File: src/rtl/serial_comp.sv
// ---------------------------------------------------------------------------
// serial_comp
//
// Bit-serial one's / two's complement converter. A request on start captures
// the operand a together with the conversion select mode. The operand is then
// walked LSB first, one bit per clock. Each converted bit is presented on sout
// (qualified by sout_valid) and is also collected into a parallel result. When
// the last bit has been processed, the parallel result is published on b, ovf
// is updated and done pulses for one cycle.
//
// Parameters
//   WIDTH       operand width in bits (2..16)
//
// Ports
//   clk         clock; all state updates on its rising edge
//   rst_n       synchronous active-low reset
//   start       conversion request, only looked at while idle
//   a           operand, captured on the accepting edge
//   mode        0 = one's complement, 1 = two's complement, captured with a
//   busy        high while a conversion is shifting or completing
//   sout        serial result bit, LSB first (holds while sout_valid is low)
//   sout_valid  high for exactly WIDTH cycles, one per result bit
//   b           parallel result of the most recent completed conversion
//   done        one-cycle pulse marking a newly valid b
//   ovf         two's complement overflow (operand was the most negative value)
// ---------------------------------------------------------------------------
module serial_comp #(
  parameter int WIDTH = 4
) (
  input  logic             clk,
  input  logic             rst_n,
  input  logic             start,
  input  logic [WIDTH-1:0] a,
  input  logic             mode,
  output logic             busy,
  output logic             sout,
  output logic             sout_valid,
  output logic [WIDTH-1:0] b,
  output logic             done,
  output logic             ovf
);

  // Counter only has to reach WIDTH-1.
  localparam int CW = (WIDTH > 2) ? $clog2(WIDTH) : 1;

  typedef enum logic [1:0] {
    IDLE  = 2'd0,
    SHIFT = 2'd1,
    DONE  = 2'd2
  } state_t;

  state_t           r_state;
  logic [WIDTH-1:0] r_sr;
  logic [WIDTH-1:0] r_acc;
  logic [CW-1:0]    r_cnt;
  logic             r_mode;
  logic             r_seen_one;
  logic             r_busy;
  logic             r_sout;
  logic             r_sout_valid;
  logic [WIDTH-1:0] r_b;
  logic             r_done;
  logic             r_ovf;

  logic             w_bit_in;
  logic             w_bit_out;
  logic             w_last;
  logic [WIDTH-1:0] w_result;

  // Two's complement by the classic serial rule: copy bits up to and
  // including the first 1, invert every bit after it.
  assign w_bit_in  = r_sr[0];
  assign w_bit_out = r_mode ? (r_seen_one ? ~w_bit_in : w_bit_in) : ~w_bit_in;
  assign w_last    = (r_cnt == CW'(WIDTH - 1));

  // New bits enter from the MSB side so that after WIDTH shifts the bit
  // processed first ends up at position 0.
  assign w_result  = {w_bit_out, r_acc[WIDTH-1:1]};

  always_ff @(posedge clk) begin
    if (!rst_n) begin
      r_state      <= IDLE;
      r_sr         <= '0;
      r_acc        <= '0;
      r_cnt        <= '0;
      r_mode       <= 1'b0;
      r_seen_one   <= 1'b0;
      r_busy       <= 1'b0;
      r_sout       <= 1'b0;
      r_sout_valid <= 1'b0;
      r_b          <= '0;
      r_done       <= 1'b0;
      r_ovf        <= 1'b0;
    end else begin
      r_done       <= 1'b0;
      r_sout_valid <= 1'b0;

      case (r_state)
        IDLE: begin
          if (start) begin
            r_sr       <= a;
            r_mode     <= mode;
            r_cnt      <= '0;
            r_seen_one <= 1'b0;
            r_acc      <= '0;
            r_busy     <= 1'b1;
            r_state    <= SHIFT;
          end
        end

        SHIFT: begin
          r_sout       <= w_bit_out;
          r_sout_valid <= 1'b1;
          if (r_mode) begin
            r_seen_one <= r_seen_one | w_bit_in;
          end
          r_sr  <= r_sr >> 1;
          r_cnt <= r_cnt + CW'(1);
          r_acc <= w_result;

          if (w_last) begin
            r_b     <= w_result;
            // The only operand whose negation keeps the sign bit set is
            // 1000..0: its input MSB and output MSB are both 1.
            r_ovf   <= r_mode & w_bit_in & w_bit_out;
            r_done  <= 1'b1;
            r_state <= DONE;
          end
        end

        DONE: begin
          // start is deliberately not looked at here.
          r_busy  <= 1'b0;
          r_state <= IDLE;
        end

        default: begin
          r_busy  <= 1'b0;
          r_state <= IDLE;
        end
      endcase
    end
  end

  assign busy       = r_busy;
  assign sout       = r_sout;
  assign sout_valid = r_sout_valid;
  assign b          = r_b;
  assign done       = r_done;
  assign ovf        = r_ovf;

endmodule

File: config.mk
export PLATFORM = sky130hd
export DESIGN_NAME = serial_comp
export DESIGN_NICKNAME = d
export VERILOG_FILES = /design/src/rtl/serial_comp.sv
export SDC_FILE = /design/constraint.sdc
export NUM_CORES = 1
export LEC_CHECK = 0
export ABC_AREA = 0
export CELL_PAD_IN_SITES_DETAIL_PLACEMENT = 0
export CELL_PAD_IN_SITES_GLOBAL_PLACEMENT = 1
export CORE_AREA = 3 3 62 64
export CTS_BUF_LIST = sky130_fd_sc_hd__clkbuf_2 sky130_fd_sc_hd__clkbuf_4 sky130_fd_sc_hd__clkbuf_8
export DETAILED_ROUTE_END_ITERATION = 10
export DIE_AREA = 0 0 65 67
export PLACE_DENSITY = 0.56
export SLEW_MARGIN = 30
export SYNTH_ARGS = -nofsm -noshare
export SYNTH_HDL_FRONTEND = slang
export SYNTH_SLANG_ARGS = --single-unit
File: constraint.sdc
create_clock -name clk -period 2 [get_ports clk]
set_input_delay 0.3 -clock clk [delete_from_list [all_inputs] [get_ports clk]]
set_output_delay 0.3 -clock clk [all_outputs]
set_load 0.02 [all_outputs]
==> results of run 1 <==
[metrics by stage]
stage	setup slack (ps)	cells	hold slack (ps)	power, W
floorplan	738.9	93	434.2	0.0005457
global placement	393.4	156	445.7	0.0005900
detailed placement	337.4	156	455.1	0.0005901
CTS	419.9	160	472.2	0.0008371
global route	364.0	160	497.5	0.0008687
finish	438.0	160	464.3	0.0008283
[cells in the final DEF, fill, tap and decap left out, drive strengths merged, types with 2 or more instances in the layout]
cell type / instances
dfxtp: 22
clkdlybuf4s50: 16
nand2: 10
nor2b: 7
a21boi: 6
a21oi: 5
buf: 5
inv: 4
a22oi: 4
o21ai: 4
clkbuf: 4
nand3: 3
nand2b: 2
and2: 2
nor2: 2
and3: 2
ha: 2
[routing by layer]
layer / wire, µm / global-route usage (%) / vias up
met5: 0 / 0 / -
met4: 50 / 6.332 / 0
met3: 60 / 2.698 / 5
met2: 844 / 14.81 / 10
met1: 943 / 12.40 / 334
li1: - / - / 371
[final timing paths]
check | slack (ps) | depth (start not counted) | end | startpoint
setup reg to reg | 640 | 4 | b[3]$_SDFFE_PN0P_ | r_sr[0]$_SDFFE_PN0P_
hold reg to reg | 460 | 2 | b[0]$_SDFFE_PN0P_ | b[0]$_SDFFE_PN0P_
hold / removal | 460 | 2 | b[0]$_SDFFE_PN0P_ | b[0]$_SDFFE_PN0P_
setup / recovery | 440 | 1 | busy | busy$_SDFFE_PN0P_
[cell type report]
cell class | count | area, µm² | share of cell area (%)
multi-input cells | 63 | 410.4 | 35.46
flip-flops and latches | 22 | 440.4 | 38.05
repair buffers | 21 | 197.7 | 17.08
inverters | 4 | 15.01 | 1.297
clock buffers | 4 | 36.28 | 3.135
well taps | 46 | 57.56 | 4.973
[flip-flops by register name (all words and copies together), names as in the netlist]
signal      count
r_seen_one      1
ovf             1
r_cnt           2
r_acc           3
r_state         2
done            1
sout            1
r_mode          1
busy            1
b               4
sout_valid      1
r_sr            4
[cells by family after synthesis]
group           count (synthesis)  share of synthesized area, %
compound gates                 27                         21.18
flops                          22                         49.37
mux                             1                         1.122
fa+ha+maj                       2                         2.805
buf+inv                         8                         4.628
simple gates                   33                         20.90
[power by group through the flow]
stage               combinational (W)  sequential (W)  clock [W]
floorplan                   0.0000608        0.000485          0
global placement             0.000107        0.000483          0
detailed placement           0.000107        0.000483          0
CTS                          0.000108        0.000473   0.000256
global route                 0.000117        0.000476   0.000275
finish                       0.000107        0.000473   0.000249
==> metrics.md, run 1 <==
| Metric | Value |
|---|---|
| Status | completed |
| Worst setup SP type | flop |
| Switching share of power | 24.67% |
| Root Driver | clkbuf_4 |
| Critical Path RT | 1700 ps |
| Worst Tran Pin Value | 363.1 ps |
| Async set-or-reset flop fraction in the synthesized netlist | 0% |
| Number of clock sinks | 22 |
| Netlist cell types | 33 |
| Finished Core Util | 34.68% |
| Final hold vios | 0 |
| Buffers on Ports | 16 |
| Post-CTS sizing | 0 |
| Crit path buf inv count | 1 |
| DR iter-0 viols | 47 |
| GRT Util Overall | 9.890% |
| Pleak | 0.4418 nW |
| Num CTS Buffers | 3 |
| Vias in the first global route | 670 |
| Post-layout instance area | 1157 µm² |
| Clock Latency Late Sink | 310 ps |
| Max cap viols | 0 |
| Final period utilization | 78.10% |
| Setup CP Type | flop to primary output |
| Final Max Tran Viols | 0 |
| CP endpoint kind | primary output |
| Buffer depth of the longest clock path | 2 |
| Die height | 67 µm |
| First-pass GRT wire length | 3.208 mm |
| Rows | 21 |
| Core box area | 3337 µm² |
| Slowest-stage cell, CP | clkdlybuf4s50_1 |
| DP HPWL | 1.372 mm |
| Share of cells above drive strength 1 | 11.40% |
| Max Fanout on Critical Path | 2 |
| # fillers | 364 |
| Tmin final | 1562 ps |
| Internal Power | 0.0006239 W |
| Setup_tns | 0 ps |
| Clock power frac | 30.0% |
| H-Tree Level Count | 1 |
| # hold bufs at CTS | 0 |
| Post-route ant nets | 0 |
| Largest cells by area after synthesis | dfxtp_1 (49%), nor2b_1 (4.9%), a21boi_1 (4.2%), nand2_1 (4.2%), a22oi_1 (3.4%) |
| Synth Instances | 93 |
| Crit path DAT | 1260 ps |
| Via count | 720 |
| Worst hold path type | flop to flop |
| Commonest cells post-synth | dfxtp_1 (22), nand2_1 (10), nor2b_1 (7), a21boi_1 (5), a21oi_1 (5) |
| Worst slew margin | 75.68% |
| Die area | 4355 µm² |
| Worst path cell trace | clkdlybuf4s50_1 |
| Synth Register Bits | 22 |
| Power density over the cells | 715.7 nW/µm² |
| Post-synthesis net count | 103 |
| 1st-pass router iterations | 4 |
| Avg Cell Area, Syn | 9.593 µm² |
| Detailed Route WL | 1.898 mm |
| Register area share after synthesis | 49.37% |
| Max rail drop VDD | 0.0002570 V |
| Synth top area share | 49.37% |
| Reg clk slew, reported paths | 120 ps |
| Crit-path leading delay family | buffers and inverters |
| Final nets | 125 |
| Number of flops mapped to enable cells by yosys | 0 |
| Die width | 65 µm |
| Net Sw Power | 0.0002044 W |
| Final Wtd Congestion | 0.6821 |
| Num ports | 17 |
| Initial antenna violation count | 0 |
| Initial core utilization | 26.73% |
| Synth-to-Final Area Change | 29.73% |
| Post-DR vias/cell | 4.500 |
| Most common cell in the netlist | dfxtp_1 |
| Worst Clk Skew | 4.541 ps |
| # DRC | 0 |
| Final setup violation count | 0 |
| Cell area after placement | 1121 µm² |
| RSZ-0062 raised after global routing | false |
| Crit path largest cell delay | 600 ps |
| Largest net degree at the start of global routing | 14 |
| Flop pwr share | 57.1% |
| Highest clock rate | 640.2 MHz |
| Combinational share of power | 12.9% |
| Mapped cell area | 892.1 µm² |
| CTS tree | done |
| Wire per inst | 11.86 µm |
| Gr ovfl total | 0 |
| Diodes inserted | 0 |
| Cell taking the most area after synthesis | dfxtp_1 |
| Post-CTS setup buffer count | 0 |
| Syn. warnings | 0 |
| Predominant post-synthesis flop cell | dfxtp_1 |
Note: power is estimated with default switching activity, not from simulation.
==> inputs of run 2 (changes only) <==
- PLACE_DENSITY: 0.56 -> 0.58
- clock period: 2 -> 1.37 ns (I/O delays scaled with it)
==> metrics.md, run 2 (synthesized netlist as in run 1, its figures left out) <==
| Metric | Value |
|---|---|
| Status | completed |
| Reg clk slew, reported paths | 120 ps (about the same) |
| Hold Path Depth | 3 (+1) |
| Synth-to-Final Area Change | 31.70% |
| Max rail drop VDD | 0.0003577 V (+39%) |
| Rows | 21 (unchanged) |
| First-pass GRT wire length | 2.967 mm (-7.5%) |
| Num ports | 17 (unchanged) |
| CTS tree | done |
| Most frequent cells in the layout | dfxtp_1 (21), nand2_1 (10), dlygate4sd2_1 (9) |
| Buffers on Ports | 16 (unchanged) |
| Worst reg2reg path depth | 4 (unchanged) |
| Crit path DAT | 1510 ps (+250 ps) |
| Largest net degree at the start of global routing | 15 (+1) |
| Tmin final | 1308 ps |
| Post-DR vias/cell | 4.405 (-2.1%) |
| Reg area | 441.7 µm² (+0.28%) |
| Worst setup SP type | flop |
| Diodes inserted | 0 (unchanged) |
| Final nets | 128 (+2.4%) |
| Max cap viols | 0 (unchanged) |
| Vias in the first global route | 625 (-6.7%) |
| DP HPWL | 1.378 mm (+0.45%) |
| Via count | 718 (-0.28%) |
| # fillers | 386 (+6.0%) |
| Die width | 65 µm (unchanged) |
| # DRC | 0 (unchanged) |
| Root Driver | clkbuf_4 |
| Pleak | 0.4981 nW (+13%) |
| Crit path buf inv count | 1 (unchanged) |
| Initial core utilization | 26.73% (unchanged) |
| Post-CTS setup buffer count | 0 (unchanged) |
| Worst slew margin | 81.91% (+6.2 points) |
| Final setup violation count | 0 (unchanged) |
| Post-route ant nets | 0 (unchanged) |
| RR Startpoint | r_sr[0]$_SDFFE_PN0P_ |
| Reg-to-Reg End | b[3]$_SDFFE_PN0P_ |
| Setup_tns | 0 ps (unchanged) |
| Die area | 4355 µm² (unchanged) |
| Core box area | 3337 µm² (unchanged) |
| RSZ-0062 raised after global routing | false |
| Num CTS Buffers | 3 (unchanged) |
| 1st-pass router iterations | 4 (unchanged) |
| DR iter-0 viols | 20 (-57%) |
| Final Wtd Congestion | 0.6709 (-1.6%) |
| Post-CTS sizing | 10 (+10) |
| GRT Util Overall | 9.146% (-0.74 points) |
| Final period utilization | 95.47% |
| Worst Clk Skew | 1.846 ps (-2.695 ps) |
| Worst path cell trace | inv_1 > ha_1 > and2_4 > o311a_1 |
| Hold Path End | r_sr[0]$_SDFFE_PN0P_ |
| Multi-input logic area | 415.4 µm² (+1.2%) |
| Reg2Reg Setup Slack | 60 ps (-580 ps) |
| Worst Tran Pin Value | 270.2 ps (-92.94 ps) |
| Detailed Route WL | 1.869 mm (-1.5%) |
| Power density over the cells | 1025 nW/µm² (+43%) |
| Most common cell after layout, fill and taps aside | dfxtp_1 |
| Die height | 67 µm (unchanged) |
| Clock Latency Late Sink | 300 ps (about the same) |
| # hold bufs at CTS | 0 (unchanged) |
| Share of cells above drive strength 1 | 16.24% (+4.8 points) |
| Highest clock rate | 764.5 MHz |
| Slowest-stage cell, CP | dfxtp_2 |
| Initial antenna violation count | 0 (unchanged) |
| Worst hold path type | input port to flop |
| Max Fanout on Critical Path | 4 (+2) |
| Crit path largest cell delay | 380 ps (-220 ps) |
| Hold_ws | 434.5 ps (-29.81 ps) |
| H-Tree Level Count | 1 (unchanged) |
| Crit-path leading delay family | flip-flops |
| Buffer depth of the longest clock path | 2 (unchanged) |
| Number of clock sinks | 22 (unchanged) |
| Gr ovfl total | 0 (unchanged) |
| Wire per inst | 11.47 µm (-3.3%) |
| Hold path start | a[0] |
| Final hold vios | 0 (unchanged) |
| Critical Path RT | 1570 ps (-130 ps) |
| Final Max Tran Viols | 0 (unchanged) |
| CP endpoint kind | flop |
| Setup CP Type | flop to flop |
## run 2: cell types whose count changed in the layout (fill, tap and decap cells not counted), sizes merged
cell | previous run | this run
buf | 5 | 8
dlygate4sd2 | 0 | 9
clkdlybuf4s50 | 16 | 7
## run 2: how the worst max path moves through the flow
stage	endpoint	start	slack, ps	cells after the start
final	b[3]$_SDFFE_PN0P_	r_sr[0]$_SDFFE_PN0P_	60	4
after global routing	b[3]$_SDFFE_PN0P_	r_sr[0]$_SDFFE_PN0P_	2	4
after CTS	b[3]$_SDFFE_PN0P_	r_sr[0]$_SDFFE_PN0P_	20	4
after detailed placement	r_seen_one$_SDFFE_PN0P_	start	-110	4
after global placement	r_sr[2]$_SDFFE_PN0P_	start	-80	4
after floorplan	b[3]$_SDFFE_PN0P_	r_sr[0]$_SDFFE_PN0P_	110	4
## run 2: cell type report
class / count / share of cell area, %
Multi-Input combinational cell: 63 / 35.36
Clock buffer: 4 / 3.088
Sequential cell: 22 / 37.59
Tap cell: 46 / 4.899
Inverter: 4 / 1.278
Timing Repair Buffer: 24 / 17.78
## run 2: worst reg2reg max path, delay by kind of cell, from the launching register on
kind            cells  cell delay, ps
simple gates        1             160
fa+ha+maj           1             280
buf+inv             1              50
compound gates      1             340
flops               1             380
## run 2: layer usage
layer | global-route usage, % | wire length (µm) | vias up
met5 | 0 | 0 | -
met4 | 4.749 | 16 | 0
met3 | 2.024 | 59 | 2
met2 | 13.67 | 868 | 11
met1 | 12.21 | 925 | 331
li1 | - | - | 374
## run 2: power by group
group,internal [W],switching [W]
sequential,0.000669,0.0000223
combinational,0.0000813,0.0000754
clock,0.000162,0.000195
total,0.000912,0.000292
## run 2: through the flow
stage	std cells	setup WS (ps)	cell area, µm²	total power, W	utilization, %
finish	163	62.04	1175	0.001204	35.21
global route	163	1.835	1175	0.001272	35.21
CTS	163	23.20	1170	0.001238	35.06
detailed placement	159	-112.0	1144	0.0008661	34.27
global placement	159	-81.11	1144	0.0008663	34.27
floorplan	93	108.9	892.1	0.0007967	-
==> inputs of run 3 (changes only) <==
- SETUP_SLACK_MARGIN: unset -> 0.1
==> metrics.md, run 3 (synthesized netlist as in run 1, its figures left out) <==
| Metric | Value |
|---|---|
| Synth-to-Final Area Change | 34.08% |
| Via count | 726 (+1.1%) |
| Worst hold path type | input port to flop |
| Post-route ant nets | 0 (unchanged) |
| Worst setup SP type | flop |
| # fillers | 380 (-1.6%) |
| Initial core utilization | 26.73% (unchanged) |
| Share of cells above drive strength 1 | 20.17% (+3.9 points) |
| Num ports | 17 (unchanged) |
| Detailed Route WL | 1.944 mm (+4.0%) |
| Final Max Tran Viols | 0 (unchanged) |
| Worst reg2reg path depth | 4 (unchanged) |
| Wire per inst | 11.78 µm (+2.8%) |
| Largest net degree at the start of global routing | 15 (unchanged) |
| DP HPWL | 1.378 mm (unchanged) |
| Reg clk slew, reported paths | 120 ps (about the same) |
| Met3 usage | 2.024% (unchanged) |
| Max Fanout on Critical Path | 3 (-1) |
| Clock Latency Late Sink | 300 ps (about the same) |
| Worst slew margin | 82.33% (+0.42 points) |
| Most used routing layer | met2 |
| Status | completed |
| Final Wtd Congestion | 0.6709 (unchanged) |
| Die width | 65 µm (unchanged) |
| Root Driver | clkbuf_4 |
| GR Util met2 | 14.30% (+0.64 points) |
| Met1 usage | 12.49% (+0.28 points) |
| Buffer depth of the longest clock path | 2 (unchanged) |
| Final nets | 130 (+1.6%) |
| First-pass GRT wire length | 3.063 mm (+3.2%) |
| Tmin final | 1235 ps (-73.18 ps) |
| Most common cell after layout, fill and taps aside | dfxtp_1 |
| Diodes inserted | 0 (unchanged) |
| Core box area | 3337 µm² (unchanged) |
| Post-DR vias/cell | 4.400 (-0.11%) |
| # DRC | 0 (unchanged) |
| Reg2Reg Setup Slack | 140 ps (+70 ps) |
| Worst Clk Skew | 3.298 ps (+1.452 ps) |
| Initial antenna violation count | 0 (unchanged) |
| 1st-pass router iterations | 4 (unchanged) |
| RR Startpoint | r_sr[0]$_SDFFE_PN0P_ |
| Finished Core Util | 35.85% (+0.64 points) |
| Max cap viols | 0 (unchanged) |
| Reg area | 444.2 µm² (+0.57%) |
| Vias in the first global route | 644 (+3.0%) |
| Hold Path Depth | 3 (unchanged) |
| RSZ-0062 raised after global routing | true |
| Worst setup margin | 135.2 ps (+73.18 ps) |
| Power density over the cells | 1017 nW/µm² (-0.76%) |
| Multi-input logic area | 419.2 µm² (+0.90%) |
| DR iter-0 viols | 15 (-25%) |
| CP endpoint kind | flop |
| Max rail drop VDD | 0.0003599 V (+0.63%) |
| Pleak | 0.5086 nW (+2.1%) |
| Crit path DAT | 1440 ps (-70 ps) |
| Final setup violation count | 0 (unchanged) |
| Setup CP Type | flop to flop |
| Hold Path End | r_sr[0]$_SDFFE_PN0P_ |
| GRT Util Overall | 9.424% (+0.28 points) |
| Gr ovfl total | 0 (unchanged) |
| Rows | 21 (unchanged) |
| Number of clock sinks | 22 (unchanged) |
| Final hold vios | 0 (unchanged) |
| Num CTS Buffers | 3 (unchanged) |
| Dpl ws | -112.0 ps (unchanged) |
| H-Tree Level Count | 1 (unchanged) |
| # hold bufs at CTS | 0 (unchanged) |
| Critical Path RT | 1580 ps (about the same) |
| Final period utilization | 90.13% (-5.3 points) |
| Most frequent cells in the layout | dfxtp_1 (19), nand2_1 (10), buf_4 (10) |
| Die area | 4355 µm² (unchanged) |
| Buffers on Ports | 16 (unchanged) |
| CTS tree | done |
| Setup_tns | 0 ps (unchanged) |
| Die height | 67 µm (unchanged) |
| Reg-to-Reg End | b[3]$_SDFFE_PN0P_ |
| Highest clock rate | 809.9 MHz (+5.9%) |
| Worst Tran Pin Value | 263.9 ps (-6.326 ps) |
| Hold path start | a[0] |
==> run 3: changes by cell type in the layout (fill, tap and decap cells not counted), sizes merged <==
cell  previous run  this run
buf              8        10
==> run 3: area by class of cell <==
class                      count  share of cell area (%)
multi-input combinational     63                   35.04
sequential                    22                   37.13
clock buffer                   4                   3.033
tap                           46                   4.812
timing repair buffer          26                   18.72
inverter                       4                   1.255
==> run 3: metal layers <==
metal | vias to the layer above | part of all wire, %
li1 | 379 | -
met1 | 336 | 49
met2 | 9 | 47
met3 | 2 | 2.9
met4 | 0 | 0.82
met5 | - | 0
==> run 3: timing repair <==
| action | CTS | global route |
|---|---|---|
| gates resized for setup | 12 | 3 |
| setup buffers | 1 | 1 |
| setup endpoints to repair | 13 | 5 |
| pin swaps | 1 | 0 |
==> run 3: worst max-delay path by stage <==
stage	from	depth (start not counted)	slack [ps]	endpoint
after floorplan	r_sr[0]$_SDFFE_PN0P_	4	110	b[3]$_SDFFE_PN0P_
after global placement	start	4	-80	r_sr[2]$_SDFFE_PN0P_
after detailed placement	start	4	-110	r_seen_one$_SDFFE_PN0P_
after CTS	r_cnt[0]$_SDFFE_PN0P_	3	120	b[3]$_SDFFE_PN0P_
after global routing	r_sr[0]$_SDFFE_PN0P_	4	80	b[3]$_SDFFE_PN0P_
final	r_sr[0]$_SDFFE_PN0P_	4	140	b[3]$_SDFFE_PN0P_
==> run 3: through the flow <==
step	std cells	area [µm²]	power, W	hold slack, ps
finish	165	1196	0.001217	441.0
global route	165	1196	0.001281	453.4
CTS	164	1182	0.001244	418.6
detailed placement	159	1144	0.0008661	447.0
global placement	159	1144	0.0008663	445.1
floorplan	93	892.1	0.0007967	339.7
==> run 3: power by group <==
group | internal [W] | switching [W]
registers | 0.000670 | 0.0000216
clock network | 0.000162 | 0.000198
logic | 0.0000855 | 0.0000798
==> run 3: worst max-delay path: stages, from the launching register on <==
cell	delay, ps
dfxtp_2	370
inv_1	50
ha_1	280
and2_4	170
o311a_1	280
